--- src/rtl/ysyx_22040127_lsu_pkg.sv ---
// Shared definitions for the load/store unit: FSM encodings, access-size codes,
// byte-lane mask lookup and the data-bus command layout.
package ysyx_22040127_lsu_pkg;

  localparam logic [1:0] ST_IDLE   = 2'd0;
  localparam logic [1:0] ST_REQ    = 2'd1;
  localparam logic [1:0] ST_WAIT   = 2'd2;
  localparam logic [1:0] ST_RESULT = 2'd3;

  localparam logic [1:0] SZ_B = 2'd0;
  localparam logic [1:0] SZ_H = 2'd1;
  localparam logic [1:0] SZ_W = 2'd2;
  localparam logic [1:0] SZ_D = 2'd3;

  localparam int BUS_XLEN = 64;
  localparam int MASK_W   = 8;

  typedef struct packed {
    logic                we;
    logic [BUS_XLEN-1:0] addr;
    logic [BUS_XLEN-1:0] wdata;
    logic [MASK_W-1:0]   wmask;
  } bus_cmd_t;

  // Byte enables for an access of the given size starting at lane 0.
  function automatic logic [MASK_W-1:0] byte_mask(input logic [1:0] size);
    case (size)
      SZ_B:    byte_mask = 8'h01;
      SZ_H:    byte_mask = 8'h03;
      SZ_W:    byte_mask = 8'h0f;
      default: byte_mask = 8'hff;
    endcase
  endfunction

endpackage

--- src/rtl/ysyx_22040127_lsu_align.sv ---
// Combinational lane alignment: store mask/data shifting, load extraction with
// sign/zero extension, and natural-alignment fault detection.
module ysyx_22040127_lsu_align
  import ysyx_22040127_lsu_pkg::*;
#(
  parameter int XLEN = 64
) (
  input  logic [2:0]        addr,
  input  logic [2:0]        funct3,
  input  logic [XLEN-1:0]   store_data,
  input  logic [XLEN-1:0]   rdata,
  output logic [MASK_W-1:0] wmask,
  output logic [XLEN-1:0]   wdata,
  output logic [XLEN-1:0]   load_data,
  output logic              misalign
);

  logic [1:0]      size;
  logic            sext;
  logic [XLEN-1:0] shifted;

  assign size    = funct3[1:0];
  assign sext    = ~funct3[2];
  assign shifted = rdata >> {addr, 3'b000};

  assign wmask = byte_mask(size) << addr;
  assign wdata = store_data << {addr, 3'b000};

  always_comb begin
    load_data = shifted;
    case (size)
      SZ_B:    load_data = {{(XLEN-8){shifted[7] & sext}}, shifted[7:0]};
      SZ_H:    load_data = {{(XLEN-16){shifted[15] & sext}}, shifted[15:0]};
      SZ_W:    load_data = {{(XLEN-32){shifted[31] & sext}}, shifted[31:0]};
      default: load_data = shifted;
    endcase
  end

  always_comb begin
    misalign = 1'b0;
    case (size)
      SZ_H:    misalign = addr[0];
      SZ_W:    misalign = |addr[1:0];
      SZ_D:    misalign = |addr;
      default: misalign = 1'b0;
    endcase
  end

endmodule

--- src/rtl/ysyx_22040127_lsu.sv ---
// Load/store unit: single-outstanding data-memory master that turns each execute
// result into exactly one writeback beat (memory op, fault or pass-through).
module ysyx_22040127_lsu
  import ysyx_22040127_lsu_pkg::*;
#(
  parameter int XLEN = 64,
  parameter int RD_W = 5
) (
  input  logic              clk,
  input  logic              rst,
  input  logic              in_valid,
  output logic              in_ready,
  input  logic              in_memread,
  input  logic              in_memwrite,
  input  logic [2:0]        in_funct3,
  input  logic [XLEN-1:0]   in_alu_result,
  input  logic [XLEN-1:0]   in_store_data,
  input  logic [RD_W-1:0]   in_rd,
  output logic              req_valid,
  input  logic              req_ready,
  output logic              req_we,
  output logic [XLEN-1:0]   req_addr,
  output logic [XLEN-1:0]   req_wdata,
  output logic [MASK_W-1:0] req_wmask,
  input  logic              resp_valid,
  input  logic [XLEN-1:0]   resp_rdata,
  output logic              wb_valid,
  input  logic              wb_ready,
  output logic [XLEN-1:0]   wb_data,
  output logic [RD_W-1:0]   wb_rd,
  output logic              wb_wen,
  output logic              wb_misalign
);

  logic [1:0]        state;
  logic [2:0]        lat_off;
  logic [2:0]        lat_funct3;
  logic              is_load;
  logic              is_store;
  logic [2:0]        align_off;
  logic [2:0]        align_funct3;
  logic [MASK_W-1:0] align_wmask;
  logic [XLEN-1:0]   align_wdata;
  logic [XLEN-1:0]   align_load;
  logic              align_misalign;

  assign in_ready  = (state == ST_IDLE);
  assign req_valid = (state == ST_REQ);
  assign wb_valid  = (state == ST_RESULT);

  // A set memread wins, so an instruction flagged as both is a load.
  assign is_load  = in_memread;
  assign is_store = in_memwrite & ~in_memread;

  // The aligner serves the incoming instruction in IDLE and the latched one later.
  assign align_off    = (state == ST_IDLE) ? in_alu_result[2:0] : lat_off;
  assign align_funct3 = (state == ST_IDLE) ? in_funct3 : lat_funct3;

  ysyx_22040127_lsu_align #(.XLEN(XLEN)) u_align (
    .addr       (align_off),
    .funct3     (align_funct3),
    .store_data (in_store_data),
    .rdata      (resp_rdata),
    .wmask      (align_wmask),
    .wdata      (align_wdata),
    .load_data  (align_load),
    .misalign   (align_misalign)
  );

  always_ff @(posedge clk or negedge rst) begin
    if (!rst) begin
      state       <= ST_IDLE;
      lat_off     <= '0;
      lat_funct3  <= '0;
      req_we      <= 1'b0;
      req_addr    <= '0;
      req_wdata   <= '0;
      req_wmask   <= '0;
      wb_data     <= '0;
      wb_rd       <= '0;
      wb_wen      <= 1'b0;
      wb_misalign <= 1'b0;
    end else begin
      case (state)
        ST_IDLE: begin
          if (in_valid) begin
            wb_rd       <= in_rd;
            wb_misalign <= 1'b0;
            lat_off     <= in_alu_result[2:0];
            lat_funct3  <= in_funct3;
            if (!is_load && !is_store) begin
              wb_data <= in_alu_result;
              wb_wen  <= (in_rd != '0);
              state   <= ST_RESULT;
            end else if (align_misalign) begin
              wb_data     <= in_alu_result;
              wb_wen      <= 1'b0;
              wb_misalign <= 1'b1;
              state       <= ST_RESULT;
            end else begin
              req_we    <= is_store;
              req_addr  <= {in_alu_result[XLEN-1:3], 3'b000};
              req_wmask <= is_store ? align_wmask : '0;
              req_wdata <= is_store ? align_wdata : '0;
              state     <= ST_REQ;
            end
          end
        end
        ST_REQ: begin
          if (req_ready) state <= ST_WAIT;
        end
        ST_WAIT: begin
          if (resp_valid) begin
            if (!req_we) begin
              wb_data <= align_load;
              wb_wen  <= (wb_rd != '0);
            end else begin
              wb_data <= '0;
              wb_wen  <= 1'b0;
            end
            state <= ST_RESULT;
          end
        end
        default: begin
          if (wb_ready) state <= ST_IDLE;
        end
      endcase
    end
  end

endmodule
--- config.mk ---
export PLATFORM = sky130hd
export DESIGN_NAME = ysyx_22040127_lsu
export DESIGN_NICKNAME = d
export VERILOG_FILES = /design/src/rtl/ysyx_22040127_lsu_pkg.sv /design/src/rtl/ysyx_22040127_lsu_align.sv /design/src/rtl/ysyx_22040127_lsu.sv
export SDC_FILE = /design/constraint.sdc
export NUM_CORES = 1
export LEC_CHECK = 0
export ABC_CLOCK_PERIOD_IN_PS = 4000
export CELL_PAD_IN_SITES_DETAIL_PLACEMENT = 1
export CELL_PAD_IN_SITES_GLOBAL_PLACEMENT = 1
export CORE_UTILIZATION = 30
export CTS_CLUSTER_DIAMETER = 120
export CTS_CLUSTER_SIZE = 20
export DETAILED_ROUTE_END_ITERATION = 6
export HOLD_SLACK_MARGIN = 0.12
export PLACE_DENSITY_LB_ADDON = 0.12
export SETUP_SLACK_MARGIN = 0.4
export SYNTH_ARGS = -nofsm -noshare
export SYNTH_HDL_FRONTEND = slang
export SYNTH_SLANG_ARGS = --single-unit
--- constraint.sdc ---
create_clock -name clk -period 4 [get_ports clk]
set_input_delay 0.6 -clock clk [delete_from_list [all_inputs] [get_ports clk]]
set_output_delay 0.6 -clock clk [all_outputs]
set_load 0.01 [all_outputs]
**Word level (Yosys, flattened, before mapping)**

Index checks and enable logic that the tools add are counted.
Widths: inputs -> output; s select.

- Reductions and logical operators: 15
- Shift-type cells: 3
- Bitwise gates (word level): 8
- Equality and inequality tests: 10
- Multiplexer cells: 28

Operators by type and width:

| kind | count |
|---|---|
| $mux 64 | 6 |
| $pmux 64 s3 | 1 |
| $pmux 64 s2 | 1 |
| $shl 64x6->64 | 1 |
| $shr 64x6->64 | 1 |
| $pmux 8 s3 | 1 |
| $mux 2 | 6 |
| $reduce_and 4->1 | 3 |
| $reduce_bool 5->1 | 2 |
| $eq 2x2->1 const B | 4 |
| $mux 8 | 1 |
| $shl 8x3->8 | 1 |
| $mux 1 | 7 |
| $mux 3 | 2 |
| $pmux 2 s3 | 1 |
| $and 1x1->1 | 4 |
| $eq 2x1->1 const B | 2 |
| $logic_not 2->1 | 2 |
| $ne 2x2->1 const B | 2 |
| $not 1->1 | 4 |
| $reduce_bool 4->1 | 1 |
| $ne 3x1->1 const B | 1 |
| $pmux 1 s3 | 1 |
| $reduce_or 3->1 | 1 |
| other kinds (7) | 8 |

- Input bits: 208
- Register bits after elaboration: 213
- Output and inout port bits: 211
- Word-level logic and storage cells: 75

**Logic depth before layout (Yosys ltp)**

Gate-level depths: netlist of run 1.

- Word-level depth: 8
- Depth in mapped cells: 13
- Mapped depth without buffers: 8

**Cells and area by module**

Synthesis of run 1 repeated with hierarchy kept, for this count alone.

- Cell total of the unflattened synthesis: 1316
- Area total of the unflattened synthesis: 13148.9 um2

Modules (own cells, without submodules):

| module | seq. area each (um2) | area each (um2) | cells each | instances |
|---|---|---|---|---|
| ysyx_22040127_lsu | 5330.1 | 8739.6 | 716 | 1 |
| ysyx_22040127_lsu_align | 0.0 | 4409.2 | 600 | 1 |

**Worst setup path before layout of run 1**

Ideal clock, no wire load.

- Path type: flip-flop to flip-flop
- From: register state[0]
- To: register wb_data[16]
- Arrival time: 2.660 ns
- Path buffers: 4
- Path slack: 1.201 ns
- Data required time: 3.861 ns
- Clock period less this slack: 2.799 ns
- Library setup time: 0.139 ns
- Stages on the path, launching flop included: 11
- Cells stage by stage: dfrtp_1 -> inv_1 -> ha_1 -> buf_6 -> mux2i_2 -> buf_4 -> buf_4 -> buf_4 -> mux4_2 -> a211oi_1 -> a21oi_1

- Cells in the longest elaborated chain, start to end: 8
- Elaborated cells between the ends (all ways): 24
- Classes of those cells: eq/ne: 7; shift: 1; mux: 7; bitwise: 3; reduce/logical: 6

Ends and longest elaborated chain:

| what | RTL line | RTL |
|---|---|---|
| from (decl) | ysyx_22040127_lsu.sv:35 | `logic [1:0] state;` |
| from (signal assigned) | ysyx_22040127_lsu.sv:72 | `state <= ST_IDLE;` |
| from (signal assigned) | ysyx_22040127_lsu.sv:94 | `state <= ST_RESULT;` |
| from (signal assigned) | ysyx_22040127_lsu.sv:99 | `state <= ST_RESULT;` |
| $logic_not 2->1 * | -- |  |
| net in_ready | ysyx_22040127_lsu.sv:12 | `output logic in_ready,` |
| $mux 3, on equally long branches | ysyx_22040127_lsu.sv:56, ysyx_22040127_lsu.sv:57 |  |
| $shr 64x6->64 / $not 1->1 (equally long branches) | ysyx_22040127_lsu_align.sv:24, ysyx_22040127_lsu_align.sv:23 |  |
| $and 1x1->1, on equally long branches | ysyx_22040127_lsu_align.sv:33, ysyx_22040127_lsu_align.sv:32 |  |
| $pmux 64 s3 | ysyx_22040127_lsu_align.sv:31 | `case (size)` |
| $mux 64 | ysyx_22040127_lsu.sv:114 | `if (!req_we) begin` |
| $mux 64 | ysyx_22040127_lsu.sv:113 | `if (resp_valid) begin` |
| $pmux 64 s2 | ysyx_22040127_lsu.sv:84 | `case (state)` |
| to (signal assigned) | ysyx_22040127_lsu.sv:92 | `wb_data <= in_alu_result;` |
| to (signal assigned) | ysyx_22040127_lsu.sv:96 | `wb_data <= in_alu_result;` |
| to (signal assigned) | ysyx_22040127_lsu.sv:115 | `wb_data <= align_load;` |
| to (decl) | ysyx_22040127_lsu.sv:29 | `output logic [XLEN-1:0] wb_data,` |

Mark *: on every way through the listed nets, which the timed path passes. The rest lies on a longest branch. The select of a mux whose other input is x is not followed.
A chain may end at the register's enable or synchronous reset.

**Worst setup path in the final report of run 1**

- From: register state[0]
- To: register wb_data[11]

- Cells in the longest elaborated chain, start to end: 8
- Elaborated cells between the ends (all ways): 23
- Classes of those cells: eq/ne: 7; shift: 1; mux: 7; bitwise: 2; reduce/logical: 6

Ends and longest elaborated chain:

| what | RTL line | RTL |
|---|---|---|
| $logic_not 2->1 | ysyx_22040127_lsu.sv:56, ysyx_22040127_lsu.sv:57, ysyx_22040127_lsu.sv:84 |  |
| $mux 3, on equally long branches | ysyx_22040127_lsu.sv:56, ysyx_22040127_lsu.sv:57 |  |
| $shr 64x6->64 / $not 1->1 (equally long branches) | ysyx_22040127_lsu_align.sv:24, ysyx_22040127_lsu_align.sv:23 |  |
| $and 1x1->1 | ysyx_22040127_lsu_align.sv:32 | `SZ_B: load_data = {{(XLEN-8){shifted[7] & sext}}, shifted[7:0]};` |
| $pmux 64 s3 | ysyx_22040127_lsu_align.sv:31 |  |
| $mux 64 | ysyx_22040127_lsu.sv:114 |  |
| $mux 64 | ysyx_22040127_lsu.sv:113 |  |
| $pmux 64 s2 | ysyx_22040127_lsu.sv:84 |  |

Several ways; a longest one is shown, not always the timed one. The select of a mux whose other input is x is not followed.

==> results of run 1 <==
## cells in the mapped netlist (all sizes together) (2+ instances only)
library cell / instances / area share [%]
nand2: 308 / 8.9
dfrtp: 213 / 41
o21ai: 112 / 4.3
a21oi: 100 / 3.9
nor2: 75 / 2.2
clkbuf: 72 / 2.1
mux2: 59 / 5.2
mux2i: 59 / 4.7
buf: 50 / 2.3
nand3: 49 / 1.9
a22o: 40 / 2.7
and3: 36 / 1.8
a31oi: 35 / 1.7
mux4: 31 / 5.4
o211ai: 25 / 1.4
inv: 24 / 0.69
o22ai: 22 / 1.1
nor3: 15 / 0.65
o31ai: 15 / 0.97
a211oi: 13 / 0.79
a311oi: 10 / 0.67
o2bb2ai: 9 / 0.60
nand4: 8 / 0.38
a22oi: 7 / 0.40
a2bb2o: 7 / 0.54
a32oi: 7 / 0.53
and2: 7 / 0.34
a32o: 4 / 0.31
ha: 4 / 0.38
a21o: 3 / 0.17
a221o: 3 / 0.23
nor3b: 3 / 0.29
a211o: 2 / 0.13
nor4b: 2 / 0.13
o21bai: 2 / 0.20
o221ai: 2 / 0.13
o32a: 2 / 0.15
or4: 2 / 0.12
## cell families (layout without fill, tap and decap cells)
| kind of cell | count (synthesis) | after routing | synth area share (%) |
|---|---|---|---|
| adder cells (fa/ha/maj) | 4 | 4 | 0.384 |
| AO/OA/AOI/OAI | 428 | 428 | 21.6 |
| XOR/XNOR | 1 | 1 | 0.0672 |
| buffers and inverters | 147 | 506 | 5.05 |
| flip-flops | 213 | 213 | 40.9 |
| multiplexers | 149 | 149 | 15.2 |
| other | 1 | 12 | 0.0288 |
| AND/OR/NAND/NOR | 508 | 508 | 16.8 |
## timing repair
action / CTS / global route
gates resized for setup: 0 / 3
endpoints found under the setup margin: 0 / 81
endpoints found under the hold margin: 0 / 0
## how the worst max path moves through the flow
stage / start / endpoint / slack, ps
6_report: state[0]$_DFFE_PN0P_ / wb_data[11]$_DFFE_PN0P_ / 640
5_1_grt: state[0]$_DFFE_PN0P_ / wb_data[11]$_DFFE_PN0P_ / 450
4_1_cts: state[0]$_DFFE_PN0P_ / wb_data[63]$_DFFE_PN0P_ / 510
3_5_place_dp: in_alu_result[0] / wb_data[60]$_DFFE_PN0P_ / 510
3_3_place_gp: in_alu_result[0] / wb_data[63]$_DFFE_PN0P_ / 560
2_1_floorplan: state[0]$_DFFE_PN0P_ / wb_data[16]$_DFFE_PN0P_ / 1200
## flip-flops by register name, indices dropped and copies added, names as in the netlist
register     count
state            2
lat_off          3
req_wdata       64
req_we           1
req_addr        61
wb_misalign      1
lat_funct3       3
wb_wen           1
wb_data         64
wb_rd            5
req_wmask        8
## metal layers
metal / GRT usage [%] / vias up
li1: - / 6013
met1: 40.0 / 6698
met2: 41.1 / 532
met3: 5.07 / 60
met4: 6.57 / 6
met5: 0 / -
## worst max-delay path: cells and delay by family, from the launching register on
family / cells / cell delay (ps)
mux: 1 / 440
simple gates: 1 / 90
buf+inv: 4 / 890
fa+ha+maj: 1 / 350
compound gates: 4 / 960
flops: 1 / 430
## through the flow
| step | setup slack (ps) | util (%) | total power, W | hold slack, ps | cells |
|---|---|---|---|---|---|
| CTS | 512 | 43.1 | 0.0167 | 188 | 2389 |
| global placement | 559 | 42.1 | 0.0148 | 463 | 2371 |
| floorplan | 1200 | - | 0.0101 | 304 | 1453 |
| global route | 446 | 43.2 | 0.0178 | 183 | 2395 |
| finish | 638 | 43.2 | 0.0167 | 116 | 2398 |
| detailed placement | 512 | 42.1 | 0.0150 | 472 | 2371 |
## cells in the final DEF, fill, tap and decap left out, types with 10 or more instances in the layout
cell type and n:
nor3_1 13, nor2_1 74, mux4_2 31, and3_1 35, inv_1 24, buf_4 41
a31oi_1 35, nand3_1 48, a21oi_1 98, a311oi_1 10, dfrtp_1 213, clkdlybuf4s50_1 414
o211ai_1 25, mux2i_1 55, nand2_1 308, o31ai_1 14, o22ai_1 22, mux2_2 55
clkbuf_16 15, a211oi_1 12, o21ai_0 109, a22o_1 40
## power by group
| group | switching (W) | internal [W] | leakage (nW) |
|---|---|---|---|
| sequential | 0.000674 | 0.00314 | 2.70 |
| combinational | 0.00645 | 0.00482 | 4.67 |
| clock | 0.000839 | 0.000757 | 0.209 |
## area by class of cell
| cell class | instances | area share (%) |
|---|---|---|
| Antenna cell | 9 | 0.123 |
| Multi-Input combinational cell | 1093 | 38.9 |
| Clock buffer | 15 | 2.05 |
| Timing Repair Buffer | 463 | 25.1 |
| Tap cell | 577 | 3.94 |
| Clock inverter | 3 | 0.314 |
| Sequential cell | 213 | 29.1 |
| Inverter | 25 | 0.512 |
==> reports/metrics.cfg, run 1 <==
[status]
run_status = finished clean

[synthesis]
synth_cell_types = 68
ys_seq_area_share_pct = 40.9
primary_ff_master_synth = dfrtp_1
synth_enable_flop_cells = 0
postSynth.asyncResetShare_pct = 100
mean_syn_cell_area_um2 = 8.98
syn_area_um2 = 13000
ys_seq_elements = 213
synthesis.instances = 1451
yosys_warnings = 0

[place]
dp_hpwl_um = 46600
port_buffers = 415
dpl_cell_area_um2 = 17900
place.gp.congestion = 0.930

[detailed_routing]
top_layer_used = met5
detailroute.wirelength.met3_um = 4190
wl_per_cell_um = 25.6
wirelength_met1_um = 28600
vias = 13300
drt.antenna.violating_nets = 0
post-route-drc-count = 0
wl_met2_um = 27400
vias_per_cell = 5.55
finalWirelength_um = 61400
drt_iter0_markers = 1029
detail_route.first_pass.iterations = 7

[timing]
setup_violations = 0
finalMaxSlewViolations = 0
worst-slew-pin-transition_ps = 1010
worst_slew_margin_rel_pct = 32.5
max_freq_mhz = 297
finalClockSkew_ps = 28.1
min_period_over_period_pct = 84.0
layout_min_cycle_time_ps = 3360
totalNegativeSetupSlack_ps = 0
hold_viol_final = 0
rsz0062_at_grt = no

[grt]
grt_use_total_pct = 27.3
grt_pass1_wl_um = 90300
grt_start_max_net_pins = 112
grt-ovfl-total = 0
grt_antenna_before_repair = 11
first_global_vias = 13300

[worst_setup_path]
critical_path.endpoint_type = flip-flop
crit_top_cell = buf_4
worstReg2RegEnd = wb_data[11]$_DFFE_PN0P_
rrSetupSlack_ps = 640
worst_r2r_startpoint = state[0]$_DFFE_PN0P_
critPathSlowestCell = a211oi_4
reg2regPathDepth = 11
timing.critical_path.required_ps = 4380
cp_slowest_stage_delay_ps = 480
worst_ep_arrival_time_ps = 3740
path_max_fanout = 47
timing.critical_path.cells = inv_1 > ha_4 > buf_4 > mux2i_2 > o21ai_2 > a211oi_4 > buf_12 > nor3_1 > buf_4 > a22oi_1 > o211ai_1
critical_path_startpoint_category = flip-flop
setup.worst_path.class = reg2reg

[power]
vdd.ir_drop.worst_uv = 575
powerDensity_nw_per_um2 = 910
leakagePower_nw = 7.58

[floorplanning]
floorplan.die.width_um = 210
initial_core_util_pct = 30.7
core.rowCount = 75
die_h_um = 210
floorplan_die_area_um2 = 44300
io_pins = 419
core_footprint_um2 = 42400

[cts]
cts_hold_repair.buffers = 0
tritoncts = yes
clk_pin_slew_ps = 90
cts.repair_timing.setup_buffer_count = 0
cts-root-buf = clkbuf_16
tritoncts.num_buffers = 15
clock_latency_ps = 510
clock_sink_count = 213
clock_tree.htree_level_count = 1
clock_path_buffers = 3

[finish]
design.final.nets = 2023
layout-drive-gt1-share_pct = 9.88
fill_cells = 4919
area.growth.synth_to_final_pct = 40.7
regArea_um2 = 5330
multi_input_comb_area_um2 = 7130
post-route-cell-area_um2 = 18300

[min_path]
holdCritPathClass = in2async

[job]
drv.max_cap_violation_count = 0

(Power assumes the default switching activity.)
==> run 2: changes to the inputs <==
ABC_CLOCK_PERIOD_IN_PS = 3100   (was 4000)
clock period = 3.1 ns   (was 4 ns; I/O delays follow)
==> reports/metrics.cfg, run 2 (synthesis gave the netlist of run 1 again) <==
[power]
seq_power_share_pct = 19.9
power.switching_w = 0.0116
vdd.ir_drop.worst_uv = 607
power.share.combinational_pct = 71.9
internal_dissipation_w = 0.0135
leakagePower_nw = 8.57
powerDensity_nw_per_um2 = 1220
switching_share_pct = 46.2
clock_power_share_pct = 8.2

[timing]
min_period_over_period_pct = 91.7
finalMaxSlewViolations = 0
max_freq_mhz = 352
setup_violations = 0
rsz0062_at_grt = yes
hold_viol_final = 0
finalClockSkew_ps = 24.8
worst-slew-pin-transition_ps = 727
layout_min_cycle_time_ps = 2840
totalNegativeSetupSlack_ps = 0
worst_slew_margin_rel_pct = 51.5

[worst_setup_path]
critPathSlowestCell = mux4_2
critical_path.endpoint_type = flip-flop
cp_num_cells = 12
critical_path_startpoint_category = flip-flop
timing.critical_path.required_ps = 3490
cp_slowest_stage_delay_ps = 560
timing.critical_path.cells = inv_2 > ha_4 > buf_6 > mux2i_4 > mux4_2 > mux2i_4 > nor3b_4 > buf_12 > o31ai_4 > buf_6 > buf_12 > o211ai_1
path_buf_inv = 5
worst_ep_arrival_time_ps = 3230
crit_family = multiplexers
path_max_fanout = 8
setup.worst_path.class = reg2reg
reg2regPathDepth = 12

[cts]
cts-root-buf = clkbuf_16
clock_tree.htree_level_count = 1
clk_pin_slew_ps = 100
tritoncts = yes
clock_latency_ps = 520
tritoncts.num_buffers = 14
clock_path_buffers = 3
clock_sink_count = 213

[detailed_routing]
post-route-drc-count = 0
drt.antenna.violating_nets = 0
vias_per_cell = 5.64
detail_route.first_pass.iterations = 5
finalWirelength_um = 67900
vias = 14100
drt_iter0_markers = 1330
wl_per_cell_um = 27.1

[floorplanning]
die_h_um = 210
core_footprint_um2 = 42400
initial_core_util_pct = 30.7
floorplan_die_area_um2 = 44300
core.rowCount = 75
io_pins = 419
floorplan.die.width_um = 210

[finish]
mostFrequentLayoutCell = clkdlybuf4s50_1
layout-drive-gt1-share_pct = 20.0
final_cell_mix = 413 x clkdlybuf4s50_1, 281 x nand2_1, 213 x dfrtp_1
layout_top_registers = req_wdata: 64 flops, wb_data: 64 flops, req_addr: 61 flops
post-route-cell-area_um2 = 20500
area.growth.synth_to_final_pct = 57.4
layoutNonFillerInstCount = 2507
design.final.nets = 2132

[grt]
grt-ovfl-total = 0
first_global_vias = 14200
grt_use_total_pct = 28.6
grt_pass1_wl_um = 95600
grt_antenna_before_repair = 8
grt_start_max_net_pins = 83

[place]
place.gp.congestion = 0.926
dp_hpwl_um = 47300
dpl_cell_area_um2 = 18200
dpl.cell_count = 2410
port_buffers = 415

[min_path]
holdCritPathClass = reg2reg
worstHoldPathCells = 2

[status]
run_status = finished clean

[job]
drv.max_cap_violation_count = 0

run 2: timing repair:
item	in CTS	in global routing
hold buffers	1	0
endpoints found under the setup margin	198	199
buffers inserted	28	14
gates cloned	8	20
pin swaps	22	62
hold endpoints to repair	79	0
resized for setup	92	147
run 2: area by class of cell:
type	instances	area (um2)
tap	577	722
timing repair buffer	573	6280
sequential	213	5330
clock buffer	17	393
multi-input combinational	1093	7630
antenna	8	20.0
fill	4762	21900
inverter	25	93.8
clock inverter	1	30.0
run 2: worst reg2reg max path: stages, from the launching register on:
cell and delay, ps:
dfrtp_1 400, inv_2 90, ha_4 240, buf_6 150, mux2i_4 260, mux4_2 560
mux2i_4 210, nor3b_4 80, buf_12 150, o31ai_4 220, buf_6 160, buf_12 120
o211ai_1 100
run 2: metrics by stage:
stage          setup WS [ps]  util (%)  hold WS [ps]  total power, W
5_1_grt                  143      48.3           522          0.0264
3_3_place_gp            -172      43.0           461          0.0196
2_1_floorplan            311         -           169          0.0131
3_5_place_dp            -217      43.0           465          0.0199
6_report                 257      48.3           488          0.0251
4_1_cts                  313      45.9           492          0.0235
run 2: final timing paths:
path,slack [ps],from,endpoint
setup / recovery,260,state[1]$_DFFE_PN0P_,wb_data[43]$_DFFE_PN0P_
max in group asynchronous,1620,rst,wb_data[46]$_DFFE_PN0P_
min in group asynchronous,590,rst,req_addr[33]$_DFFE_PN0P_
hold / removal,490,req_addr[26]$_DFFE_PN0P_,req_addr[26]$_DFFE_PN0P_
setup reg to reg,260,state[1]$_DFFE_PN0P_,wb_data[43]$_DFFE_PN0P_
hold reg to reg,490,req_addr[26]$_DFFE_PN0P_,req_addr[26]$_DFFE_PN0P_
run 2: metal layers:
layer / wire length, um / track usage [%]
met1: 31500 / 41.3
met2: 30400 / 45.3
met3: 4750 / 4.26
met4: 1180 / 6.00
met5: 0 / 0
run 2: power groups by stage:
stage / combinational (W) / sequential, W / clock, W
after floorplan: 0.00777 / 0.00532 / 0
after global placement: 0.0146 / 0.00492 / 0
after detailed placement: 0.0149 / 0.00497 / 0
after CTS: 0.0164 / 0.00493 / 0.00213
after global routing: 0.0191 / 0.00516 / 0.00220
final: 0.0180 / 0.00500 / 0.00206
